$ cat config.mk
export PLATFORM = sky130hd
export DESIGN_NAME = axi_lite_master
export DESIGN_NICKNAME = d
export VERILOG_FILES = /design/src/rtl/axi_lite_master.sv
export SDC_FILE = /design/constraint.sdc
export NUM_CORES = 1
export LEC_CHECK = 0
export CORE_ASPECT_RATIO = 1.5
export CORE_MARGIN = 4
export CORE_UTILIZATION = 46
export DETAILED_ROUTE_END_ITERATION = 8
export PLACE_DENSITY = 0.91
export SLEW_MARGIN = 10
export SYNTH_ARGS = -nofsm -noshare
export SYNTH_HDL_FRONTEND = slang
export SYNTH_SLANG_ARGS = --single-unit
$ cat constraint.sdc
create_clock -name clk -period 3.45 [get_ports clk]
set_input_delay 0.8625 -clock clk [delete_from_list [all_inputs] [get_ports clk]]
set_output_delay 0.8625 -clock clk [all_outputs]
set_load 0.01 [all_outputs]
$ cat src/rtl/axi_lite_master.sv
// -----------------------------------------------------------------------------
// axi_lite_master
//
// Purpose:
//   AXI-Lite initiator for a single client. Each accepted command becomes one
//   AR/R (read) or AW/W/B (write) transaction. An error response is retried
//   with the same address/data up to MAX_RETRY extra times. The final result
//   is returned on a valid/ready response port. Only one transaction is in
//   flight at a time.
//
// Ports:
//   clk, rst_n                      clock (rising edge), async active-low reset
//   cmd_valid/cmd_ready             client command handshake (ready in IDLE only)
//   cmd_write, cmd_addr, cmd_wdata  command payload (1 = write, 0 = read)
//   rsp_valid/rsp_ready             result handshake
//   rsp_rdata, rsp_ok, rsp_tries    read data (0 for writes), final status,
//                                   issues made minus one (saturates at 3)
//   err_count                       saturating count of every error response
//   ar_*, r_*                       AXI-Lite read address / read data channels
//   aw_*, w_*, b_*                  AXI-Lite write address / data / response
//
// Every output is decoded from the state register or other flops, so there is
// no combinational path from any input to any output.
// -----------------------------------------------------------------------------
module axi_lite_master #(
  parameter int ADDR_WDTH = 4,
  parameter int DATA_WDTH = 32,
  parameter int RESP_WDTH = 1,
  parameter int MAX_RETRY = 2,
  parameter int ERR_CNT_W = 8
) (
  input  logic                 clk,
  input  logic                 rst_n,
  // client command port
  input  logic                 cmd_valid,
  output logic                 cmd_ready,
  input  logic                 cmd_write,
  input  logic [ADDR_WDTH-1:0] cmd_addr,
  input  logic [DATA_WDTH-1:0] cmd_wdata,
  // client response port
  output logic                 rsp_valid,
  input  logic                 rsp_ready,
  output logic [DATA_WDTH-1:0] rsp_rdata,
  output logic                 rsp_ok,
  output logic [1:0]           rsp_tries,
  output logic [ERR_CNT_W-1:0] err_count,
  // AXI-Lite read address channel
  output logic                 ar_valid,
  input  logic                 ar_ready,
  output logic [ADDR_WDTH-1:0] ar_address,
  // AXI-Lite read data channel
  input  logic                 r_valid,
  output logic                 r_ready,
  input  logic [DATA_WDTH-1:0] r_data,
  input  logic [RESP_WDTH-1:0] r_resp,
  // AXI-Lite write address channel
  output logic                 aw_valid,
  input  logic                 aw_ready,
  output logic [ADDR_WDTH-1:0] aw_address,
  // AXI-Lite write data channel
  output logic                 w_valid,
  input  logic                 w_ready,
  output logic [DATA_WDTH-1:0] w_data,
  // AXI-Lite write response channel
  input  logic                 b_valid,
  output logic                 b_ready,
  input  logic [RESP_WDTH-1:0] b_resp
);

  // Four state bits leave spare encodings; any of them falls back to IDLE.
  localparam logic [3:0] ST_IDLE    = 4'd0;
  localparam logic [3:0] ST_AR_SEND = 4'd1;
  localparam logic [3:0] ST_R_WAIT  = 4'd2;
  localparam logic [3:0] ST_AW_SEND = 4'd3;
  localparam logic [3:0] ST_W_SEND  = 4'd4;
  localparam logic [3:0] ST_B_WAIT  = 4'd5;
  localparam logic [3:0] ST_CHECK   = 4'd6;
  localparam logic [3:0] ST_RESPOND = 4'd7;

  // Retry counter is at least two bits wide so rsp_tries can always be sliced
  // from it, and wide enough to hold MAX_RETRY.
  localparam int RTRY_W = ($clog2(MAX_RETRY + 1) < 2) ? 2 : $clog2(MAX_RETRY + 1);
  localparam logic [RTRY_W-1:0] MAX_RETRY_V = RTRY_W'(MAX_RETRY);
  localparam logic [RTRY_W-1:0] TRIES_SAT   = RTRY_W'(3);

  logic [3:0]           state_q, state_d;
  logic [ADDR_WDTH-1:0] addr_q,  addr_d;
  logic [DATA_WDTH-1:0] wdata_q, wdata_d;
  logic                 write_q, write_d;
  logic [DATA_WDTH-1:0] rdata_q, rdata_d;
  logic                 ok_q,    ok_d;
  logic [RTRY_W-1:0]    retry_q, retry_d;
  logic [ERR_CNT_W-1:0] err_q,   err_d;
  // Goes high on the first clock after reset release; keeps cmd_ready low
  // while reset is held even though the state register already reads IDLE.
  logic                 live_q;

  always_comb begin
    state_d = state_q;
    addr_d  = addr_q;
    wdata_d = wdata_q;
    write_d = write_q;
    rdata_d = rdata_q;
    ok_d    = ok_q;
    retry_d = retry_q;
    err_d   = err_q;

    case (state_q)
      ST_IDLE: begin
        if (cmd_valid && live_q) begin
          addr_d  = cmd_addr;
          wdata_d = cmd_wdata;
          write_d = cmd_write;
          rdata_d = '0;   // writes report zero read data
          ok_d    = 1'b0;
          retry_d = '0;
          state_d = cmd_write ? ST_AW_SEND : ST_AR_SEND;
        end
      end
      ST_AR_SEND: if (ar_ready) state_d = ST_R_WAIT;
      ST_R_WAIT: begin
        if (r_valid) begin
          rdata_d = r_data;   // kept even on error: failed reads return it
          ok_d    = r_resp[0];
          state_d = ST_CHECK;
        end
      end
      ST_AW_SEND: if (aw_ready) state_d = ST_W_SEND;
      // W is only presented once AW has completed.
      ST_W_SEND:  if (w_ready)  state_d = ST_B_WAIT;
      ST_B_WAIT: begin
        if (b_valid) begin
          ok_d    = b_resp[0];
          state_d = ST_CHECK;
        end
      end
      ST_CHECK: begin
        if (ok_q) begin
          state_d = ST_RESPOND;
        end else begin
          if (err_q != {ERR_CNT_W{1'b1}}) err_d = err_q + 1'b1;
          if (retry_q < MAX_RETRY_V) begin
            retry_d = retry_q + 1'b1;
            state_d = write_q ? ST_AW_SEND : ST_AR_SEND;
          end else begin
            state_d = ST_RESPOND;
          end
        end
      end
      ST_RESPOND: if (rsp_ready) state_d = ST_IDLE;
      default:    state_d = ST_IDLE;
    endcase
  end

  always_ff @(posedge clk or negedge rst_n) begin
    if (!rst_n) begin
      state_q <= ST_IDLE;
      addr_q  <= '0;
      wdata_q <= '0;
      write_q <= 1'b0;
      rdata_q <= '0;
      ok_q    <= 1'b0;
      retry_q <= '0;
      err_q   <= '0;
      live_q  <= 1'b0;
    end else begin
      state_q <= state_d;
      addr_q  <= addr_d;
      wdata_q <= wdata_d;
      write_q <= write_d;
      rdata_q <= rdata_d;
      ok_q    <= ok_d;
      retry_q <= retry_d;
      err_q   <= err_d;
      live_q  <= 1'b1;
    end
  end

  // Output decode. Payloads are gated by their state so a spare encoding
  // drives every channel output to zero.
  always_comb begin
    cmd_ready  = (state_q == ST_IDLE) && live_q;
    ar_valid   = (state_q == ST_AR_SEND);
    ar_address = ar_valid ? addr_q : '0;
    r_ready    = (state_q == ST_R_WAIT);
    aw_valid   = (state_q == ST_AW_SEND);
    aw_address = aw_valid ? addr_q : '0;
    w_valid    = (state_q == ST_W_SEND);
    w_data     = w_valid ? wdata_q : '0;
    b_ready    = (state_q == ST_B_WAIT);
    rsp_valid  = (state_q == ST_RESPOND);
    rsp_rdata  = rsp_valid ? rdata_q : '0;
    rsp_ok     = rsp_valid & ok_q;
    rsp_tries  = '0;
    if (rsp_valid) rsp_tries = (retry_q > TRIES_SAT) ? 2'd3 : retry_q[1:0];
    err_count  = err_q;
  end

endmodule

==> results.json, run 1 <==
{
  "root_buffer": "sky130_fd_sc_hd__clkbuf_16",
  "cts_num_sinks": 84,
  "clk_pin_slew_worst_paths_ps": 60,
  "synthMostInstantiatedCell": "sky130_fd_sc_hd__nand2_1",
  "report.final.hold_viol_count": 0,
  "clock_buffers_created_by_tritoncts": 9,
  "grt_setup_unrepaired": "no",
  "initial_core_util_pct": 47.8,
  "place.detailed.hpwl_mm": 7.75,
  "synth_top_cells_by_area": "sky130_fd_sc_hd__dfrtp_1, sky130_fd_sc_hd__and2_1, sky130_fd_sc_hd__nand2_1",
  "synthToLayoutAreaGrowth_pct": 52.8,
  "cp_slowest_stage_delay_ps": 600,
  "synth_area_um2": 3900,
  "globalRouteTotalUtil_pct": 22.1,
  "insertedDiodeCount": 0,
  "ys_ff_latch": 84,
  "clock_tree.buffer_depth": 2,
  "leakage_power_uw": 0.00275,
  "ios": 170,
  "number_of_global_route_vias_before_repair": 3551,
  "h-tree-depth": 3,
  "status": "finished clean",
  "path_cells": "nand2_1, nor2_1, buf_12, and2_1, clkdlybuf4s50_1",
  "die_w_um": 83.2,
  "core-area_um2": 8160,
  "timing.max_slew.rel_slack_pct": 30.7,
  "fin_skew_ps": 5.12,
  "final_max_slew_viol_count": 0,
  "ys_types": 46,
  "ys_warn_count": 0,
  "crit_slowest_cell": "sky130_fd_sc_hd__dfrtp_1",
  "period_share_pct": 91.8,
  "fp-row-count": 40,
  "seqCellArea_um2": 2100,
  "dp_slack_ps": 564,
  "worstSetupEndpointType": "output pin",
  "postCtsSetupBuffers": 0,
  "cts.hold.buffers_added": 0,
  "postSynthNetCount": 477,
  "syn-instance-count": 396,
  "cts_tree": "built",
  "drt_first_iter_violations": 167,
  "die-height_um": 121,
  "drt_pass1_iterations": 4,
  "grt_max_degree": 85,
  "async_flop_share_pct": 100,
  "filler_cell_count": 533,
  "synth_common_cells": "sky130_fd_sc_hd__nand2_1, sky130_fd_sc_hd__dfrtp_1, sky130_fd_sc_hd__and2_1, sky130_fd_sc_hd__a22o_1",
  "ys_seq_area_share_pct": 53.9,
  "category_of_the_critical_setup_timing_path": "reg -> out",
  "finalWeightedCongestion": 0.889,
  "final.min_clock_period_ps": 3170,
  "layout-drive-gt1-share_pct": 5.51,
  "setup_viol_count_final": 0,
  "post_synth.cell_area_avg_um2": 9.85,
  "finalCoreUtilization_pct": 73.1,
  "die_area_um2": 10100,
  "crit_required_ps": 2590,
  "crit_fanout": 33,
  "fmax_mhz": 316,
  "hold_path_class": "reg -> reg",
  "routed_vias_inst": 5.06,
  "synth_edf_count": 0,
  "setup_tns_ps": 0,
  "grt_first_pass_wirelength_mm": 17.8,
  "totalWireLength_mm": 10.7,
  "design.final.nets": 639,
  "multi_input_comb_area_um2": 1630,
  "cp.buffers_inverters": 2,
  "antenna_found_initial": 0,
  "globalRoute.totalOverflow": 0,
  "post-route-drc-count": 0,
  "top_cell_family_by_delay_on_the_critical_path": "buffers and inverters",
  "final_antenna_net_count": 0,
  "post_drt_wl_per_cell_um": 16.1,
  "synth-main-ff-cell": "sky130_fd_sc_hd__dfrtp_1",
  "cellPowerDensity_nw_per_um2": 732,
  "clk_latency_ps": 330,
  "layout_setup_ws_ps": 284,
  "cap_violations": 0,
  "netlist.top_cell.by_area": "sky130_fd_sc_hd__dfrtp_1",
  "worstSetupStartpointType": "flop",
  "vdd.ir_drop.worst_mv": 0.592,
  "tightest_slew_ps": 1040,
  "worstPathArrival_ps": 2300,
  "io_buffer_count": 169,
  "cts.repair.resized": 0,
  "finalPower_uw": 4370,
  "synth_top_area_share_pct": 53.9,
  "routed-via-count": 3383
}
metal layers:
layer  GRT usage [%]  wire length (um)
met1            24.9              4140
met2            37.5              5340
met3            8.86              1020
met4            8.59               226
met5               0                 0
final cells by class:
class,instances,area share (%)
sequential,84,35.2
timing repair buffer,175,29.3
multi-input combinational,282,27.4
clock buffer,10,4.01
tap,105,2.20
clock inverter,6,1.47
inverter,6,0.378
tightest hold or removal path, cell delays in order (launching register included):
cell and delay [ps]:
sky130_fd_sc_hd__dfrtp_1 340, sky130_fd_sc_hd__nand2_1 50, sky130_fd_sc_hd__nand2_1 50
power by group:
part	leakage, uW	switching (uW)	total (uW)	internal, uW
Sequential	0.00106	276	1670	1390
Combinational	0.00152	772	1660	885
Clock	0.000162	384	1040	653
final timing paths:
| path | startpoint | to | slack, ps | depth (start not counted) |
|---|---|---|---|---|
| max | state_q[1] | rsp_rdata[28] | 280 | 5 |
| max in group asynchronous | rst_n | wdata_q[28] | 2070 | 1 |
| max reg2reg | state_q[0] | wdata_q[12] | 1430 | 5 |
| min in group asynchronous | rst_n | rdata_q[24] | 690 | 1 |
| min | wdata_q[13] | wdata_q[13] | 470 | 2 |
| min reg2reg | wdata_q[13] | wdata_q[13] | 470 | 2 |
metrics by stage:
step                      area [um^2]  hold WS [ps]  cells
after global routing             5960           488    668
after detailed placement         5630           455    652
after floorplan                  3900           437    396
final                            5960           470    668
after CTS                        5960           470    668
after global placement           5630           449    652
kinds of logic (layout without fill, tap and decap cells):
group	after synthesis	count (layout)	share of synthesized area [%]
AO/OA/AOI/OAI	54	54	11.4
XOR/XNOR	7	7	1.57
adder cells (fa/ha/maj)	1	1	0.321
buffers and inverters	30	197	4.39
flip-flops	84	84	53.9
multiplexers	4	4	1.12
other	1	1	0.0961
AND/OR/NAND/NOR	215	215	27.3
sequential cells by signal, indices dropped and copies added, names as in the netlist:
signal	count
live_q	1
state_q	3
addr_q	4
ok_q	1
rdata_q	32
wdata_q	32
retry_q	2
err_count	8
write_q	1
layout by cell type (no fill, tap or decap), types with 3 or more instances in the layout:
cell and instances:
sky130_fd_sc_hd__a21oi_1 5, sky130_fd_sc_hd__a22o_1 32, sky130_fd_sc_hd__and2_1 76, sky130_fd_sc_hd__and3_1 3, sky130_fd_sc_hd__buf_4 6, sky130_fd_sc_hd__clkbuf_16 9
sky130_fd_sc_hd__clkdlybuf4s50_1 168, sky130_fd_sc_hd__dfrtp_1 84, sky130_fd_sc_hd__inv_1 5, sky130_fd_sc_hd__nand2_1 114, sky130_fd_sc_hd__nand3_1 3, sky130_fd_sc_hd__nor2_1 6
sky130_fd_sc_hd__o21ai_0 3, sky130_fd_sc_hd__xnor2_1 5
No activity file was read; power rests on OpenSTA's default activity.
==> run 2: changes to the inputs <==
Settings changed: ABC_AREA from default to 1, PLACE_DENSITY 0.91 to 0.9.
==> run 2 against run 1 <==
Against the previous run:
- critical endpoint is now w_data[25]
- design area increased by 1.5%
- clock skew increased by 4.5 ps
- non-clock buffer count decreased by 1
- highest routed layer unchanged
- flip-flop and latch count unchanged
- fmax decreased by 1.8%
- sequential power about the same
- die area increased by 3.6%
- sequential share of layout area decreased by 0.50 points
- first-iteration DRC count increased by 22%
==> results.json, run 2 <==
{
  "dp_cells": 780,
  "async_flop_share_pct": 100,
  "synthToLayoutAreaGrowth_pct": 49.3,
  "cts_tree": "built",
  "fin_skew_ps": 9.67,
  "drt_first_iter_violations": 203,
  "hold_path_startpoint": "rdata_q[12]",
  "regToRegSetupSlack_ps": 1380,
  "cp_slowest_stage_delay_ps": 550,
  "final_max_slew_viol_count": 0,
  "design.final.nets": 768,
  "totalWireLength_mm": 11.6,
  "cap_violations": 0,
  "final.min_clock_period_ps": 3230,
  "cellPowerDensity_nw_per_um2": 718,
  "p_comb_share_pct": 42.2,
  "pwr-share-clk_pct": 19.9,
  "crit_required_ps": 2590,
  "most_common_cell_after_layout_fill_and_taps_aside": "sky130_fd_sc_hd__clkdlybuf4s50_1",
  "root_buffer": "sky130_fd_sc_hd__clkbuf_16",
  "synth-main-ff-cell": "sky130_fd_sc_hd__dfrtp_1",
  "clk_latency_ps": 330,
  "vdd.ir_drop.worst_mv": 0.366,
  "regToRegStartpoint": "state_q[1]",
  "initial_core_util_pct": 47.6,
  "worstSetupEndpointType": "output pin",
  "drt_pass1_iterations": 5,
  "fmax_mhz": 310,
  "die_area_um2": 10400,
  "grt_first_pass_wirelength_mm": 18.4,
  "ys_seq_area_share_pct": 51.8,
  "clock_tree.buffer_depth": 2,
  "die-height_um": 123,
  "routed_vias_inst": 5.01,
  "post_drt_wl_per_cell_um": 14.5,
  "report.final.hold_viol_count": 0,
  "status": "finished clean",
  "worst_hold_path.num_cells": 2,
  "p_switching_uw": 1650,
  "worst_hold_path.endpoint": "rdata_q[12]",
  "r2r_end": "rdata_q[11]",
  "worstPathArrival_ps": 2360,
  "finalCoreUtilization_pct": 71.1,
  "number_of_global_route_vias_before_repair": 4149,
  "clock_buffers_created_by_tritoncts": 9,
  "ys_types": 27,
  "synthMostInstantiatedCell": "sky130_fd_sc_hd__nor2_1",
  "globalRoute.totalOverflow": 0,
  "worst-r2r-cell-count": 6,
  "power.share.sequential_pct": 37.9,
  "tightest_slew_ps": 1010,
  "layout-drive-gt1-share_pct": 4.77,
  "netlist.top_cell.by_area": "sky130_fd_sc_hd__dfrtp_1",
  "post_synth.cell_area_avg_um2": 7.68,
  "category_of_the_critical_setup_timing_path": "reg -> out",
  "clk_pin_slew_worst_paths_ps": 60,
  "h-tree-depth": 3,
  "most-common-layout-cells": "sky130_fd_sc_hd__clkdlybuf4s50_1, sky130_fd_sc_hd__nor2_1, sky130_fd_sc_hd__nand2_1, sky130_fd_sc_hd__inv_1, sky130_fd_sc_hd__dfrtp_1",
  "fp-row-count": 41,
  "setup_viol_count_final": 0,
  "timing.max_slew.rel_slack_pct": 32.3,
  "synth_edf_count": 0,
  "post-route-drc-count": 0,
  "finalWeightedCongestion": 0.919,
  "grt_max_degree": 85,
  "final_antenna_net_count": 0,
  "ios": 170,
  "ys_ff_latch": 84,
  "synth_top_area_share_pct": 51.8,
  "postSynthNetCount": 609,
  "routed-via-count": 4006,
  "die_w_um": 84.7,
  "synth_area_um2": 4060,
  "worstSetupStartpointType": "flop",
  "finalPower_uw": 4340,
  "period_share_pct": 93.5,
  "leakage_power_uw": 0.00269,
  "grt_setup_unrepaired": "no",
  "syn-instance-count": 528,
  "synth_common_cells": "sky130_fd_sc_hd__nor2_1, sky130_fd_sc_hd__nand2_1, sky130_fd_sc_hd__inv_1, sky130_fd_sc_hd__dfrtp_1, sky130_fd_sc_hd__nand3_1",
  "place.detailed.hpwl_mm": 8.28,
  "hold_path_class": "reg -> reg",
  "core-area_um2": 8520,
  "crit_fanout": 16,
  "post_layout_nonfiller_instances": 799,
  "insertedDiodeCount": 0,
  "cts_num_sinks": 84,
  "ys_warn_count": 0,
  "synth_top_cells_by_area": "sky130_fd_sc_hd__dfrtp_1, sky130_fd_sc_hd__nor2_1, sky130_fd_sc_hd__nand2_1",
  "path_cells": "inv_1, nand2_1, nor2_2, clkinvlp_4, buf_4, nor2_1, clkdlybuf4s50_1",
  "p_int_uw": 2700,
  "cts.hold.buffers_added": 0,
  "netSwitchingFraction_pct": 38.0,
  "crit_slowest_cell": "sky130_fd_sc_hd__clkdlybuf4s50_1",
  "antenna_found_initial": 0,
  "io_buffer_count": 169,
  "globalRouteTotalUtil_pct": 22.2
}
==> run 2: cell count changes after synthesis, moves of 31 or more <==
cell / previous run / this run
sky130_fd_sc_hd__nand3_1: 3 / 47
sky130_fd_sc_hd__inv_1: 5 / 89
sky130_fd_sc_hd__a22o_1: 32 / 0
sky130_fd_sc_hd__o21ai_1: 0 / 31
sky130_fd_sc_hd__nor2_1: 6 / 94
sky130_fd_sc_hd__and2_1: 76 / 0
sky130_fd_sc_hd__o21ai_0: 3 / 42
==> run 2: stage by stage <==
stage	area [um^2]	setup TNS [ps]	hold slack (ps)	setup WS (ps)
after global placement	5750	0	496	517
after detailed placement	5750	0	508	352
after floorplan	4060	0	475	1260
after CTS	6020	-13.1	520	-7.83
final	6050	0	521	224
after global routing	6050	0	534	58.1
==> run 2: final cells by class <==
cell class	count	area, um^2
Fill cell	635	2460
Inverter	93	353
Multi-Input combinational cell	324	1460
Timing Repair Buffer	174	1730
Sequential cell	84	2100
Clock buffer	13	250
Clock inverter	3	22.5
Tap cell	107	134
Timing Repair inverter	1	7.51
==> run 2: routing by layer <==
| layer | global-route usage (%) | share of wire (%) | vias to the layer above | wire length, um |
|---|---|---|---|---|
| met5 | 0 | 0 | - | 0 |
| met3 | 6.00 | 7.7 | 35 | 892 |
| met2 | 38.8 | 50 | 191 | 5750 |
| met1 | 24.6 | 39 | 1847 | 4490 |
| li1 | - | - | 1933 | - |
| met4 | 11.9 | 3.6 | 0 | 421 |
==> run 2: worst max-delay path, delay by kind of cell, from the launching register on <==
family        cells  cell delay (ps)
flops             1              510
simple gates      3              490
buf+inv           4             1030
==> run 2: worst max path at each step <==
stage | startpoint | to | slack [ps] | cells past startpoint
after floorplan | state_q[0] | w_data[10] | 1260 | 7
after global placement | state_q[0] | w_data[1] | 520 | 6
after CTS | state_q[0] | w_data[22] | -8 | 6
after detailed placement | state_q[0] | w_data[22] | 350 | 6
final | state_q[0] | w_data[25] | 220 | 7
after global routing | state_q[0] | w_data[22] | 60 | 7
==> run 2: logic make-up (layout without fill, tap and decap cells) <==
kind of cell             after synthesis  count (layout)  share of synthesized area, %
AND/OR/NAND/NOR                      242             242                          25.0
buffers and inverters                120             284                          12.4
flip-flops                            84              84                          51.8
AO/OA/AOI/OAI                         75              75                          9.29
XOR/XNOR                               5               5                          1.08
adder cells (fa/ha/maj)                1               1                         0.308
other                                  1               1                        0.0925
==> run 2: timing repair <==
item                       CTS  global route
gates cloned                 0             1
setup endpoints to repair    4            32
setup buffers                0             2
resized for setup            0             4
pin swaps                    0             0
==> run 2: power groups by stage <==
stage          Sequential [uW]  Clock (uW)  Combinational [uW]
2_1_floorplan             1560           0                1150
3_3_place_gp              1620           0                1710
3_5_place_dp              1650           0                1780
4_1_cts                   1640         883                1810
5_1_grt                   1690         928                2030
6_report                  1650         863                1840
==> RTL change 1, RTL diff (flow settings as in run 2) <==
Change the parameter `ADDR_WDTH` from 4 to 2.
--- a/src/rtl/axi_lite_master.sv
+++ b/src/rtl/axi_lite_master.sv
@@ -24,5 +24,5 @@
 // -----------------------------------------------------------------------------
 module axi_lite_master #(
-  parameter int ADDR_WDTH = 4,
+  parameter int ADDR_WDTH = 2,
   parameter int DATA_WDTH = 32,
   parameter int RESP_WDTH = 1,
Interface: changed (resized ar_address, aw_address and cmd_addr); port bits go from 170 to 164. No check against the original RTL was run, so the function may have changed too.
==> RTL change 1 against run 2 <==
  * Via count is 1.2% lower
  * Clock skew is 3.5 ps lower
  * Power is 1.8% higher
  * Synthesized cell count is 3.4% higher
  * Maximum frequency is 1.5% lower
  * Sequential cell count is 2 lower
  * Utilization is 0.48 points higher
  * Area after synthesis is 0.31% higher
  * Sequential power is 6% lower
  * Wire length hardly changed
  * Setup slack worse by 49 ps
  * Final area is 0.68% higher
  * Critical endpoint is now w_data[14]
  * Largest cell class unchanged
  * Highest routed layer unchanged
==> RTL change 1: results <==
metrics = {
    "final_layout": {
        "design.seq.count": 82,
        "final-clk-cell-share_pct": 6.04,
        "syn_to_final_growth_pct": 49.8,
        "nClkBuffers": 11,
        "drive_gt1_share_pct": 4.96,
        "inverters": 92,
        "bufAreaShareNonClock_pct": 27.5,
        "fillerInstances": 585,
        "nNetsFinal": 780,
        "seqCellArea_mm2": 0.00205,
        "multiInputGateArea_mm2": 0.00151,
        "n_all_buffers": 169,
    },
    "power_and_ir_drop": {
        "p_total_mw": 4.42,
        "switchingPower_mw": 1.59,
        "seq_power_share_pct": 35.1,
        "pwr-share-clk_pct": 26.2,
        "peakVddDrop_v": 0.000493,
    },
    "sta": {
        "fin_crit_ps": 3270,
        "fin_skew_ps": 6.18,
        "tightest_slew_ps": 1010,
        "whs_ps": 469,
    },
    "routing": {
        "vias_per_cell": 4.87,
        "m1WireLength_um": 4380,
        "drtIter0Drc": 242,
        "vias": 3959,
        "wl_met3_um": 936,
        "wl_met2_um": 6020,
        "post_drt_wl_per_cell_um": 14.2,
    },
    "worst_setup_path": {
        "rr_endpoint": "rdata_q[16]$_DFFE_PN0P_",
        "crit_start": "state_q[2]$_DFFE_PN0P_",
        "r2r_slack_ps": 1250,
        "crit_end": "w_data[14]",
    },
    "grt": {
        "track_usage_pct": 21.9,
        "grt_max_degree": 83,
        "grt_pass1_wl_um": 18200,
        "use_met3_pct": 6.40,
        "use_met1_pct": 24.0,
        "use_met2_pct": 39.5,
    },
    "synth": {
        "ys_top_cells_by_count": "nand2_1, nor2_1, inv_1, dfrtp_1, nand3_1",
        "syn-num-nets": 625,
        "syn_avg_cell_area_um2": 7.45,
        "synthTopCellsByArea": "dfrtp_1, nand2_1, nor2_1, inv_1, nand3_1",
        "seq_area_frac_synth_pct": 50.4,
    },
    "status": {
        "status": "complete, no violations",
    },
    "placed_design": {
        "routabilityCongestion": 0.830,
        "hpwlAfterDp_um": 8040,
        "dp_cells": 793,
        "placed_cell_area_mm2": 0.00569,
        "preCtsSetupSlack_ps": 406,
        "port_buffers": 163,
    },
    "floorplan": {
        "die_w_um": 84.8,
    },
    "min_path": {
        "holdPathEnd": "rdata_q[14]$_DFFE_PN0P_",
        "min_from": "rdata_q[14]$_DFFE_PN0P_",
    },
}
[RTL change 1: cell types whose count changed after synthesis, moves of 3 or more]
cell	delta
clkbuf_1	-3
o21ai_0	-4
nand2_1	+60
buf_4	+3
o21ai_1	-30
nor2_1	-3
[RTL change 1: repair_timing]
action | CTS | global route
hold endpoints to repair | 0 | 0
setup buffers | 0 | 3
endpoints found under the setup margin | 0 | 32
resized for setup | 0 | 3
[RTL change 1: critical path, cell delays in order, from the launching register on]
cell and delay (ps):
dfrtp_1 610, nand2_1 170, nor2_2 280, clkinvlp_4 120
buf_4 200, nor2_1 130, clkdlybuf4s50_1 560
[RTL change 1: kinds of logic (layout without fill, tap and decap cells)]
kind of cell,Yosys count,count (layout),synth area share (%)
AND/OR/NAND/NOR,298,298,30.2
XOR/XNOR,5,5,1.08
adder cells (fa/ha/maj),1,1,0.308
flip-flops,82,82,50.4
other,1,1,0.0922
buffers and inverters,117,277,12.4
AO/OA/AOI/OAI,42,42,5.48
==> RTL change 2, RTL diff (flow settings as in run 2) <==
Made on the original files. Put a register stage on the output `err_count`, without a reset. The value now appears one clock later. The other outputs are not delayed to match.
--- a/src/rtl/axi_lite_master.sv
+++ b/src/rtl/axi_lite_master.sv
@@ -84,4 +84,6 @@
   localparam logic [RTRY_W-1:0] TRIES_SAT   = RTRY_W'(3);
 
+  logic [ERR_CNT_W-1:0] err_count_d;
+
   logic [3:0]           state_q, state_d;
   logic [ADDR_WDTH-1:0] addr_q,  addr_d;
@@ -194,5 +196,9 @@
     rsp_tries  = '0;
     if (rsp_valid) rsp_tries = (retry_q > TRIES_SAT) ? 2'd3 : retry_q[1:0];
-    err_count  = err_q;
+    err_count_d = err_q;
+  end
+
+  always_ff @(posedge clk) begin
+    err_count <= err_count_d;
   end
 
Formal check against the unedited RTL: not equivalent (Yosys sat finds a counterexample within 10 cycles, from zero or initial values and one cycle with rst_n low).
==> RTL change 2 against run 2 <==
  * Power increased by 4.2%
  * Wire length is 3.7% lower
  * Die area increased by 9.6%
  * Final area up 5.8%
  * Critical path depth down 4
  * Count of clock-buffer cells in the layout fell by 3
  * Sequential cell count grew 8
  * Setup slack improved by 2.2 ps
  * Area after synthesis is 10% higher
==> RTL change 2: results <==
metrics = {
    "synth": {
        "async_reset_ff_share_pct": 91.3,
        "seq_area_frac_synth_pct": 50.5,
        "synth-main-ff-cell": "dfrtp_1",
        "yosys_warnings": 0,
        "yosys.area_share.adder_pct": 0.279,
        "ys_types": 33,
        "synthTopCellsByArea": "dfrtp_1, inv_1, nand2_1, nor2_1, o21ai_2",
        "ys_top_cells_by_count": "inv_1, nand2_1, dfrtp_1, nor2_1, nand3_1",
        "synthXorXnorAreaFrac_pct": 0.978,
        "synth_compound_area_share_pct": 10.8,
        "syn-num-nets": 618,
    },
    "sta": {
        "whs_ps": 395,
        "fin_skew_ps": 6.09,
        "relSlewSlack_pct": 32.0,
        "min_period_over_period_pct": 93.4,
    },
    "power_and_ir_drop": {
        "peakVddDrop_v": 0.000434,
        "power_leakage_nw": 2.84,
    },
    "placed_design": {
        "hpwlAfterDp_um": 8380,
        "preCtsSetupSlack_ps": 562,
        "placed_cell_area_mm2": 0.00611,
        "routabilityCongestion": 0.837,
        "dp_cells": 794,
    },
    "worst_setup_path": {
        "crit_start": "state_q[2]$_DFFE_PN0P_",
        "max_stage_delay_ps": 740,
        "r2r_slack_ps": 1500,
        "rr_endpoint": "rdata_q[1]$_DFFE_PN0P_",
        "rr_worst_depth": 7,
        "crit_end": "rsp_tries[1]",
        "cp_max_fo": 37,
        "critical-path-top-delay-family": "flip-flops",
        "r2r-start": "state_q[0]$_DFFE_PN0P_",
    },
    "routing": {
        "wl_met2_um": 5590,
        "vias": 3915,
        "finalWirelength_um": 11100,
        "wl_met3_um": 939,
        "m1WireLength_um": 4280,
        "post_drt_wl_per_cell_um": 13.7,
        "drtIter0Drc": 133,
    },
    "grt": {
        "grt_pass1_wl_um": 18200,
        "track_usage_pct": 20.3,
        "use_met2_pct": 36.0,
        "use_met3_pct": 4.93,
        "use_met1_pct": 22.4,
    },
    "min_path": {
        "holdPathEnd": "err_count[5]$_DFF_P_",
        "holdPathStages": 0,
        "min_from": "err_count_d[5]$_DFFE_PN0P_",
    },
    "status": {
        "status": "complete, no violations",
    },
    "final_layout": {
        "drive_gt1_share_pct": 10.9,
        "nNetsFinal": 774,
        "fillerInstances": 731,
    },
    "clocking": {
        "cts-root-buf": "clkbuf_16",
    },
}
## RTL change 2: where the power goes
| group | total [mW] | internal, mW | switching [mW] |
|---|---|---|---|
| registers | 1.71 | 1.50 | 0.207 |
| logic | 1.86 | 0.787 | 1.08 |
| clock network | 0.955 | 0.561 | 0.394 |
| total | 4.53 | 2.85 | 1.68 |
## RTL change 2: cell families (layout without fill, tap and decap cells)
logic type / after synthesis / in the layout
AOI/OAI and AO/OA: 74 / 74
xor gates and xnor gates: 5 / 5
adders and majority gates: 1 / 1
buffers and inverters: 120 / 281
DFF: 92 / 92
other: 1 / 1
and+or+nand+nor: 244 / 244
## RTL change 2: cell type report
type                    count  area (um2)  share of cell area [%]
clock buffers              10         229                    3.57
inverters                  93         353                    5.51
well taps                 112         140                    2.19
flip-flops and latches     92        2260                    35.3
clock inverters             6        65.1                    1.02
repair buffers            172        1710                    26.7
multi-input cells         325        1640                    25.7
